### src/rtl/adder_pkg.sv
// Shared types and helpers for the pipelined adder family.
package adder_pkg;

  typedef enum logic {
    OP_ADD = 1'b0,
    OP_SUB = 1'b1
  } op_e;

  typedef struct packed {
    logic cout;
    logic v;
    logic z;
  } add_flags_t;

  function automatic int unsigned slice_w(int unsigned width, int unsigned stages);
    return (stages == 0) ? width : width / stages;
  endfunction

endpackage

### src/rtl/adder_slice.sv
// Combinational SW-bit adder slice with carry in and carry out.
module adder_slice #(
  parameter int unsigned SW = 8
) (
  input  logic [SW-1:0] i_a,
  input  logic [SW-1:0] i_b,
  input  logic          i_ci,
  output logic [SW-1:0] o_s,
  output logic          o_co
);

  logic [SW:0] w_full;

  assign w_full = {1'b0, i_a} + {1'b0, i_b} + {{SW{1'b0}}, i_ci};
  assign o_s    = w_full[SW-1:0];
  assign o_co   = w_full[SW];

endmodule

### src/rtl/pipe_adder.sv
// Pipelined add/subtract unit: one SW-bit slice is resolved per stage and the slice carry
// travels with its transaction through the stage registers under a global stall.
module pipe_adder
  import adder_pkg::*;
#(
  parameter int unsigned WIDTH  = 32,
  parameter int unsigned STAGES = 4
) (
  input  logic             clk,
  input  logic             rst_n,
  input  logic             in_valid,
  output logic             in_ready,
  input  logic [WIDTH-1:0] A,
  input  logic [WIDTH-1:0] B,
  input  logic             Cin,
  input  logic             Op,
  output logic             out_valid,
  input  logic             out_ready,
  output logic [WIDTH-1:0] Sum,
  output logic             Cout,
  output logic             V,
  output logic             Z
);

  localparam int unsigned SW   = slice_w(WIDTH, STAGES);
  localparam int unsigned LAST = STAGES - 1;

  if (STAGES == 0 || (WIDTH % STAGES) != 0) begin : g_param_check
    $error("pipe_adder: STAGES must be >= 1 and divide WIDTH");
  end

  logic                          w_advance;
  logic                          w_sub;
  logic                          w_v;
  logic                          w_unused;
  add_flags_t                    w_flags;
  logic [STAGES-1:0]             w_in_vld, w_in_c, w_in_z, w_nxt_z, w_slice_c;
  logic [STAGES-1:0][WIDTH-1:0]  w_in_a, w_in_b, w_in_sum, w_nxt_sum;
  logic [STAGES-1:0][SW-1:0]     w_slice_s;

  logic [STAGES-1:0]             r_vld, r_c, r_z;
  logic [STAGES-1:0][WIDTH-1:0]  r_a, r_b, r_sum;
  logic                          r_v;

  assign w_sub     = (op_e'(Op) == OP_SUB);
  assign w_advance = !r_vld[LAST] || out_ready;
  assign in_ready  = w_advance;

  // Stage k consumes what stage k-1 registered; stage 0 takes the operand set directly.
  always_comb begin
    w_in_vld[0] = in_valid;
    w_in_a[0]   = A;
    w_in_b[0]   = w_sub ? ~B : B;
    w_in_c[0]   = w_sub ? ~Cin : Cin;
    w_in_sum[0] = '0;
    w_in_z[0]   = 1'b1;
    for (int k = 1; k < STAGES; k++) begin
      w_in_vld[k] = r_vld[k-1];
      w_in_a[k]   = r_a[k-1];
      w_in_b[k]   = r_b[k-1];
      w_in_c[k]   = r_c[k-1];
      w_in_sum[k] = r_sum[k-1];
      w_in_z[k]   = r_z[k-1];
    end
  end

  for (genvar k = 0; k < STAGES; k++) begin : g_stage
    adder_slice #(
      .SW (SW)
    ) u_slice (
      .i_a  (w_in_a[k][k*SW +: SW]),
      .i_b  (w_in_b[k][k*SW +: SW]),
      .i_ci (w_in_c[k]),
      .o_s  (w_slice_s[k]),
      .o_co (w_slice_c[k])
    );
  end

  always_comb begin
    for (int k = 0; k < STAGES; k++) begin
      w_nxt_sum[k]               = w_in_sum[k];
      w_nxt_sum[k][k*SW +: SW]   = w_slice_s[k];
      w_nxt_z[k]                 = w_in_z[k] & ~|w_slice_s[k];
    end
  end

  assign w_v = (w_in_a[LAST][WIDTH-1] == w_in_b[LAST][WIDTH-1]) &&
               (w_nxt_sum[LAST][WIDTH-1] != w_in_a[LAST][WIDTH-1]);

  // Bubbles shift along with real transactions; everything holds while the output stalls.
  always_ff @(posedge clk or negedge rst_n) begin
    if (!rst_n) begin
      r_vld <= '0;
      r_a   <= '0;
      r_b   <= '0;
      r_c   <= '0;
      r_z   <= '0;
      r_sum <= '0;
      r_v   <= 1'b0;
    end else if (w_advance) begin
      r_vld <= w_in_vld;
      r_a   <= w_in_a;
      r_b   <= w_in_b;
      r_c   <= w_slice_c;
      r_z   <= w_nxt_z;
      r_sum <= w_nxt_sum;
      r_v   <= w_v;
    end
  end

  assign w_flags   = '{cout: r_c[LAST], v: r_v, z: r_z[LAST]};
  assign out_valid = r_vld[LAST];
  assign Sum       = r_sum[LAST];
  assign Cout      = w_flags.cout;
  assign V         = w_flags.v;
  assign Z         = w_flags.z;

  // Already-consumed operand slices are carried for simplicity and never read.
  assign w_unused = ^{r_a[LAST], r_b[LAST], w_in_a, w_in_b};

endmodule

### config.mk
export PLATFORM = sky130hd
export DESIGN_NAME = pipe_adder
export DESIGN_NICKNAME = d
export VERILOG_FILES = /design/src/rtl/adder_pkg.sv /design/src/rtl/adder_slice.sv /design/src/rtl/pipe_adder.sv
export SDC_FILE = /design/constraint.sdc
export NUM_CORES = 1
export LEC_CHECK = 0
export BUFFER_PORTS_ARGS = -buffer_cell sky130_fd_sc_hd__buf_4
export CAP_MARGIN = 20
export CELL_PAD_IN_SITES_DETAIL_PLACEMENT = 1
export CELL_PAD_IN_SITES_GLOBAL_PLACEMENT = 1
export CORE_MARGIN = 2
export CORE_UTILIZATION = 48
export CTS_CLUSTER_SIZE = 40
export DETAILED_ROUTE_END_ITERATION = 16
export PLACE_DENSITY_LB_ADDON = 0.2
export SETUP_SLACK_MARGIN = 0.2
export SLEW_MARGIN = 20
export SYNTH_ARGS = -nofsm -noshare
export SYNTH_HDL_FRONTEND = slang
export SYNTH_SLANG_ARGS = --single-unit
### constraint.sdc
create_clock -name clk -period 4.8 [get_ports clk]
set_input_delay 0.96 -clock clk [delete_from_list [all_inputs] [get_ports clk]]
set_output_delay 0.96 -clock clk [all_outputs]
set_load 0.1 [all_outputs]
==> results.md <==
- # diodes: 0
- Largest net degree at the start of global routing: 212
- Max-slew violations: 0
- Post-route ant nets: 0
- Finished Cell Area: 10200 um2
- H-Tree Level Count: 4
- Initial DRC count: 331
- Final setup fails: 0
- Syn_area_per_cell: 9.26 um2
- Clk_skew: 0.0125 ns
- Cell at the root of the clock tree: clkbuf_16
- Max Root-Sink Buffers: 2
- I/O pin count: between 100 and 150
- Crit path max-delay family: buffers and inverters
- Syn Nets: 1066
- GRT Residual Overflow: 0
- Seq/Total Area, Yosys: 0.532
- WP buf/inv: 3
- DIE AREA: 19600 um2
- Failing checks: design-rule violations
- Clock Pin Slew Worst Setup and Hold Paths: about 0.070 ns
- Worst Setup End Kind: output pin
- Hold Crit Class: register to register
- Area grow syn2layout: 14.4%
- Row count: 49
- Flop pwr share: 0.346
- Hold Violations, Final: 0
- Unique masters post-synth: 48
- Tcrit/Tclk final: 0.620
- Commonest non-fill, non-tap cell in the layout: nand2_1
- Drc violations: 4
- Syn Std Cell Area: 8890 um2
- Yosys reg bits: 189
- Layout net count: ~1100
- Pwr/cell area: about 760 nW/um2
- Critical-path top delay cell: inv_4
- Vias in the first global route: between 6000 and 7000
- EDFF count, synth: 0
- VDD IR max: 308 uV
- Final core occ: 0.562
- Cell internal pwr: between 4 and 5 mW
- Area of the multi-input gates: 3680 um2
- Number of I/O port buffers: 106
- Fmax: 336 MHz
- Synth Instances: 960
- Clk_lat worst skew: 0.44 ns
- CP max FO: 65
- Ys flop type: dfrtp_1
- Post-DP HPWL: 12.5 mm
- Final setup TNS: 0 ns
- Setup repair after global routing missed its margin: false
- Worst Path Arrival: 2.02 ns
- Part of the power in the clock network: 0.177
- Worst setup SP type: input port
- CTS tree: yes
- Slew HR: 0.343
- Hold-fix buffers, CTS: 0
- Register Area: 4730 um2
- Cells along the critical path: buf_4 -> nor2b_4 -> inv_4 -> buf_4
- Critical setup path kind: input port to output pin
- Proportion of layout cells with a drive suffix above 1: 0.157
- Die W: 140 um
- Initial antenna violation count: 0
- Async SR Flop Fraction: 1.00
- Via count: 6269
- Crit path largest cell delay: 0.49 ns
- Gate power share: 0.477
- NetSw: around 3.6 mW
- Critical path required time: 3.84 ns
- Status: complete, but fails checks
- CTS sink count: approximately 190
- RePlAce Congestion: 0.804
- Fin crit period: 2.98 ns
- Total track usage: 0.207
- Inserted Clock Buffers: 17
- Crit path depth: 4
- Max cap viols: 0
- Average vias per placed instance: 5.00
- Fill cells: around 2100
- Core area: 18100 um2
- WL/cell: 15.1 um
- Hold Crit Depth: 2
- Most frequent cell on the critical path: buf_4
- Final wirelength: between 15 and 20 mm
- Leakage power: 5.13 nW
- Setup bufs post-CTS: 0
- First-pass GRT wire length: 32.6 mm
- Post-cts sizing count: 0
- FF-to-FF path depth: 7
- Sw frac: 0.465
- First-pass DRT Iterations: 12
- Most frequent cells in the layout: nand2_1 (430), dfrtp_1 (189), buf_4 (107)
- Starting Density: 0.491
- Worst Tran Pin Value: 0.985 ns
- DIE HEIGHT: 140 um
- Placed cell area: 9600 um2
- Ys Warns: 0
[area by class of cell]
cell class | instances | area share
clock inverters | 13 | 0.0117
inverters | 10 | 0.00394
well taps | 229 | 0.0282
multi-input cells | 684 | 0.362
flip-flops and latches | 189 | 0.465
clock buffers | 19 | 0.0445
repair buffers | 110 | 0.0843
[Yosys cell counts (3+ instances only)]
master    number  area (um2)
nand2_1      430        1610
dfrtp_1      189        4730
o21ai_0       47         235
xnor2_1       37         324
buf_4         33         248
ha_1          28         350
buf_2         24         120
clkbuf_1      17        63.8
a21oi_1       14        70.1
xor2_1        13         114
o31ai_1       12        90.1
nor2_1        11        41.3
a21o_1        10        75.1
inv_1         10        37.5
fa_1           8         160
nor3_1         8        40.0
o21a_1         8        60.1
mux2_2         7        78.8
nand2b_1       6        37.5
a211oi_1       5        37.5
o21bai_1       5        37.5
a31oi_1        4        25.0
buf_1          3        11.3
nand3_1        3        15.0
[through the flow]
stage	hold slack, ns	cells	worst slack, ns	power (mW)
CTS	0.468	1254	1.78	7.87
floorplan	0.430	960	1.72	5.72
global route	0.491	1254	1.65	8.34
detailed placement	0.452	1222	1.42	6.45
global placement	0.442	1222	1.54	6.30
finish	0.467	1254	1.82	7.77
[power by group through the flow]
stage               logic [mW]  registers [mW]  clock network, mW
detailed placement        3.72            2.73                  0
global route              4.07            2.79               1.48
global placement          3.61            2.69                  0
finish                    3.71            2.69               1.37
CTS                       3.76            2.70               1.40
floorplan                 3.04            2.68                  0
[final timing paths]
kind                           start        to  slack, ns
max                        out_ready  in_ready       1.82
min                          r_a[29]   r_a[29]       0.47
max reg2reg                   r_c[0]    r_z[1]       2.19
min reg2reg                  r_a[29]   r_a[29]       0.47
max in group asynchronous      rst_n   r_b[54]       3.22
min in group asynchronous      rst_n    Sum[3]       0.67
[sequential cells by signal, indices dropped and copies added (netlist names)]
| signal | flops |
|---|---|
| r_vld | 4 |
| Sum | 32 |
| r_sum | 48 |
| r_a | 48 |
| r_c | 4 |
| V | 1 |
| r_b | 48 |
| r_z | 4 |
[worst reg2reg max path, stage by stage (launching register included)]
cell,delay (ns)
dfrtp_1,0.40
fa_1,0.50
fa_1,0.43
a21o_1,0.18
a21oi_1,0.18
xor2_1,0.33
o2111ai_1,0.20
o31ai_1,0.30
[logic make-up after synthesis]
logic type / synth area share
fa+ha+maj: 0.0574
flops: 0.532
compound gates: 0.0869
mux: 0.00887
xor+xnor: 0.0493
simple gates: 0.211
buf+inv: 0.0541
[routing by layer]
layer / GRT usage / wire length (um) / vias to the layer above
li1: - / - / 3155
met1: 0.290 / 9360 / 3010
met2: 0.335 / 8760 / 84
met3: 0.0315 / 458 / 20
met4: 0.0691 / 301 / 0
met5: 0 / 0 / -
No activity file was read; power rests on OpenSTA's default activity.
